--- src/rtl/ghash_pkg.sv ---
// rtl/ghash_pkg.sv - shared constants, FSM states and length-block packing for the GHASH tag checker
package ghash_pkg;

    localparam int BLOCK_W = 128;
    localparam int DIGIT_W = 8;
    localparam int LEN_W   = 64;
    // Counters count blocks; <<7 turns them into bit lengths that must fit in LEN_W.
    localparam int CNT_W   = LEN_W - 7;

    localparam logic [BLOCK_W-1:0] R_POLY = {8'he1, 120'd0};

    typedef enum logic [2:0] {
        ST_IDLE,
        ST_ACC,
        ST_MULT,
        ST_LEN,
        ST_TAG
    } state_t;

    function automatic int n_steps(input int nb_data, input int nb_digit);
        return nb_data / nb_digit;
    endfunction

    function automatic logic [2*LEN_W-1:0] pack_len_block(input logic [CNT_W-1:0] aad_cnt,
                                                          input logic [CNT_W-1:0] ct_cnt);
        return {aad_cnt, 7'b0, ct_cnt, 7'b0};
    endfunction

endpackage

--- src/rtl/gf_2to128_digit_mult.sv ---
// rtl/gf_2to128_digit_mult.sv - iterative GF(2^128) multiplier, NB_DIGIT operand bits per cycle, GCM bit order
module gf_2to128_digit_mult
    import ghash_pkg::*;
#(
    parameter int NB_DATA  = BLOCK_W,
    parameter int NB_DIGIT = DIGIT_W
) (
    input  logic               i_clock,
    input  logic               i_reset_n,
    input  logic               i_start,
    input  logic [NB_DATA-1:0] i_a,
    input  logic [NB_DATA-1:0] i_b,
    output logic               o_busy,
    output logic               o_done,
    output logic [NB_DATA-1:0] o_z
);

    localparam int N  = NB_DATA / NB_DIGIT;
    localparam int CW = (N > 1) ? $clog2(N) : 1;

    logic [NB_DATA-1:0] a_q;
    logic [NB_DATA-1:0] v_q;
    logic [NB_DATA-1:0] z_q;
    logic [CW-1:0]      cnt_q;
    logic               busy_q;
    logic [NB_DATA-1:0] z_n;
    logic [NB_DATA-1:0] v_n;
    logic               last;

    // a_q is shifted left every cycle so its MSB always holds the next operand bit.
    always_comb begin
        z_n = z_q;
        v_n = v_q;
        for (int i = 0; i < NB_DIGIT; i++) begin
            if (a_q[NB_DATA-1-i]) begin
                z_n = z_n ^ v_n;
            end
            v_n = v_n[0] ? ((v_n >> 1) ^ R_POLY) : (v_n >> 1);
        end
    end

    assign last   = busy_q && (cnt_q == CW'(N - 1));
    assign o_busy = busy_q;
    assign o_done = last;
    assign o_z    = z_n;

    always_ff @(posedge i_clock or negedge i_reset_n) begin
        if (!i_reset_n) begin
            a_q    <= '0;
            v_q    <= '0;
            z_q    <= '0;
            cnt_q  <= '0;
            busy_q <= 1'b0;
        end else if (i_start) begin
            a_q    <= i_a;
            v_q    <= i_b;
            z_q    <= '0;
            cnt_q  <= '0;
            busy_q <= 1'b1;
        end else if (busy_q) begin
            a_q   <= a_q << NB_DIGIT;
            v_q   <= v_n;
            z_q   <= z_n;
            cnt_q <= cnt_q + 1'b1;
            if (last) begin
                busy_q <= 1'b0;
            end
        end
    end

endmodule

--- config.mk ---
export PLATFORM = sky130hd
export DESIGN_NAME = gf_2to128_digit_mult
export DESIGN_NICKNAME = d
export VERILOG_FILES = /design/src/rtl/ghash_pkg.sv /design/src/rtl/gf_2to128_digit_mult.sv
export SDC_FILE = /design/constraint.sdc
export NUM_CORES = 2
export LEC_CHECK = 0
export CAP_MARGIN = 10
export CELL_PAD_IN_SITES_DETAIL_PLACEMENT = 0
export CELL_PAD_IN_SITES_GLOBAL_PLACEMENT = 2
export CORE_MARGIN = 2
export CORE_UTILIZATION = 37
export CTS_CLUSTER_SIZE = 24
export DETAILED_ROUTE_END_ITERATION = 6
export GPL_TIMING_DRIVEN = 0
export PLACE_DENSITY_LB_ADDON = 0.1
export SYNTH_ARGS = -nofsm -noshare
export SYNTH_HDL_FRONTEND = slang
export SYNTH_SLANG_ARGS = --single-unit
--- constraint.sdc ---
create_clock -name i_clock -period 6.3 [get_ports i_clock]
set_input_delay 1.26 -clock i_clock [delete_from_list [all_inputs] [get_ports i_clock]]
set_output_delay 1.26 -clock i_clock [all_outputs]
set_load 0.01 [all_outputs]
==> run_results.csv <==
group,metric,value,unit
run_status,status,"finished, violations left",
run_status,violations,"DRC",
floorplan,ios,389,
floorplan,start_util,0.3735,
cells_and_area,area_growth,22.62,%
timing,tns,0,ns
floorplan,num_rows,107,
timing,rsz0062_at_grt,"false",
clocking,ctsResizeCount,0,
critical_path,cp.required,5.04,ns
timing,min_period,5.581,ns
clocking,clk_latency,0.65,ns
global_route,grt_antenna_before_repair,14,
clocking,cts-buffers-inserted,50,
synthesis,synth_simple_gate_area_share,0.1706,
synthesis,synthAdderAreaFrac,0.0003934,
critical_path,critical_path_arrival,4.32,ns
critical_path,worst_setup_path_start_kind,"register",
timing,hold_ws,0.5392,ns
synthesis,synth_most_common_cell,"nand2_1",
global_route,track_usage,0.2611,
synthesis,synth_top_family_by_area,"XOR/XNOR gates",
pwr,ir_drop,219.7,uV
synthesis,syn-instance-count,3770,
clocking,cts.clk_slew.worst_paths,0.06,ns
synthesis,ys_ff_latch,389,
clocking,cts_root_buffer,"clkbuf_16",
floorplan,dieWidth,297.2,um
synthesis,synth_top_cell_area_share,0.3061,
synthesis,synth_commonest_cells,"nand2_1 (1275), xnor2_1 (609), dfrtp_1 (389), mux2i_1 (368), o21ai_0 (262)",
timing,hold_viol,0,
synthesis,synth_compound_area_frac,0.04910,
synthesis,yosys_warnings,0,
clocking,cts_tree,"built",
drt,postRouteAntennaNets,0,
place,port_buffers,387,
synthesis,muxShareOfSynthArea,0.1169,
drt,drt_iter0_markers,1656,
place,gp_congestion,0.8435,
clocking,cts_hold_buf,0,
critical_path,crit_path_end_kind,"output port",
cells_and_area,fillers,8642,
synthesis,synth_fp_nets,4030,
global_route,overflow,0,
timing,fin_crit_sh,0.8859,
flow_run,drv_cap,0,
critical_path,critPathKind,"reg -> out",
drt,drt_pass1_iterations,7,
timing,finClkSkew,0.04670,ns
synthesis,synth-seq-area-share,0.3061,
drt,vias,26320,
cells_and_area,layout-drive-gt1-share,0.03669,
drt,avgViaCountPerCell,4.876,
synthesis,synthArstFlopShare,1.000,
synthesis,synth_xor_area_frac,0.3107,
drt,drt-total-wl,117600,um
global_route,first_global_vias,26560,
timing,finalSetupViolCount,0,
clocking,cts.sinks,389,
cells_and_area,final_nets,4473,
synthesis,synth_flop_cell,"dfrtp_1",
timing,max_freq,0.1792,GHz
clocking,htreeDepth,2,
pwr,powerDensity,373.1,nW/um2
critical_path,critPathMaxFanout,10,
place,dp_slack,1.427,ns
synthesis,syn_area,31810,um2
global_route,grt_max_degree,114,
drt,route.detailed.drc,3,
synthesis,avgSynthCellArea,8.436,um2
synthesis,yosysTopAreaCell,"dfrtp_1",
timing,slew-limit-headroom,0.05452,
floorplan,die_area,88320,um2
drt,wl_per_cell,21.80,um
worst_hold_path,hold_path_class,"reg -> reg",
timing,tightest_slew,1.418,ns
timing,drv_slew,0,
timing,setup_ws,0.7187,ns
synthesis,synthTopCellsByArea,"dfrtp_1 (31%), xnor2_1 (17%), nand2_1 (15%)",
clocking,post-cts-setup-buffers,0,
floorplan,dieHeight,297.2,um
pwr,leakage,18.78,nW
synthesis,ys_types,40,
place,hpwl,83640,um
global_route,grt_first_pass_wirelength,175600,um
floorplan,core_area,85150,um2
clocking,clockBufferDepth,3,
synthesis,synth_edf_count,0,
==> critical path, stage by stage (launching register included) <==
cell and delay (ns):
dfrtp_1 0.43, clkbuf_1 0.59, clkbuf_1 0.96, nand2b_1 0.20
nand3_1 0.08, a21oi_1 0.21, xnor2_1 0.15, xnor2_1 0.37
clkdlybuf4s50_1 0.69
==> stage by stage <==
stage          cell area, um2  cells  power (W)    util
3_3_place_gp            37110   5301    0.01145  0.4358
5_1_grt                 39000   5397    0.01534  0.4580
3_5_place_dp            37210   5305    0.01149  0.4371
6_report                39000   5397    0.01455  0.4580
4_1_cts                 39000   5396    0.01470  0.4580
2_1_floorplan           31810   3770   0.008102       -
==> placed cells by master, fill, tap and decap left out, drive strengths merged, types with 131 or more instances in the layout <==
cell type | Yosys | routed
buf | 198 | 203
clkbuf | 163 | 231
clkdlybuf4s50 | 0 | 386
dfrtp | 389 | 389
mux2i | 368 | 368
nand2 | 1275 | 1275
nor2 | 137 | 137
o21ai | 262 | 262
xnor2 | 611 | 611
xnor3 | 131 | 131
xor2 | 166 | 166
==> flip-flops by register name, summed over array words and instances (netlist names) <==
signal  flops
o_busy      1
cnt_q       4
a_q       128
v_q       128
z_q       128
==> worst paths after layout <==
check                                     start                    to  slack (ns)  cells after the start
max                        a_q[123]$_DFFE_PN0P_              o_z[126]        0.72                      8
max reg2reg                a_q[122]$_DFFE_PN0P_   z_q[60]$_DFFE_PN0P_        3.06                      7
max in group asynchronous             i_reset_n   z_q[91]$_DFFE_PN0P_        4.15                      3
min reg2reg                z_q[119]$_DFFE_PN0P_  z_q[119]$_DFFE_PN0P_        0.54                      2
min                        z_q[119]$_DFFE_PN0P_  z_q[119]$_DFFE_PN0P_        0.54                      2
min in group asynchronous             i_reset_n   z_q[17]$_DFFE_PN0P_        0.60                      1
==> power by group <==
group	internal, W	switching, W
sequential	0.00299	0.000305
clock	0.00186	0.00129
combinational	0.00433	0.00379
total	0.00917	0.00538
==> area by class of cell <==
type	count	area (um2)	area share
multi-input cells	3013	20600	0.5282
repair buffers	391	3976	0.1020
clock inverters	23	382.9	0.009817
clock buffers	68	1399	0.03587
diodes	1	2.502	0.00006417
well taps	1144	1431	0.03670
flip-flops and latches	389	9734	0.2496
plain buffers	361	1446	0.03709
inverters	7	26.28	0.0006737
==> metal layers <==
metal	global-route usage	vias up	routed length, um
met3	0.04448	146	6916
li1	-	12800	-
met4	0.06962	18	3201
met2	0.4142	679	53280
met1	0.3673	12670	54130
met5	0	-	116
==> kinds of logic after synthesis <==
kind of cell,Yosys count
AND/OR/NAND/NOR,1432
XOR/XNOR,912
flip-flops,389
multiplexers,371
buffers and inverters,368
AO/OA/AOI/OAI,297
adder cells (fa/ha/maj),1
Note: power is estimated with default switching activity, not from simulation.
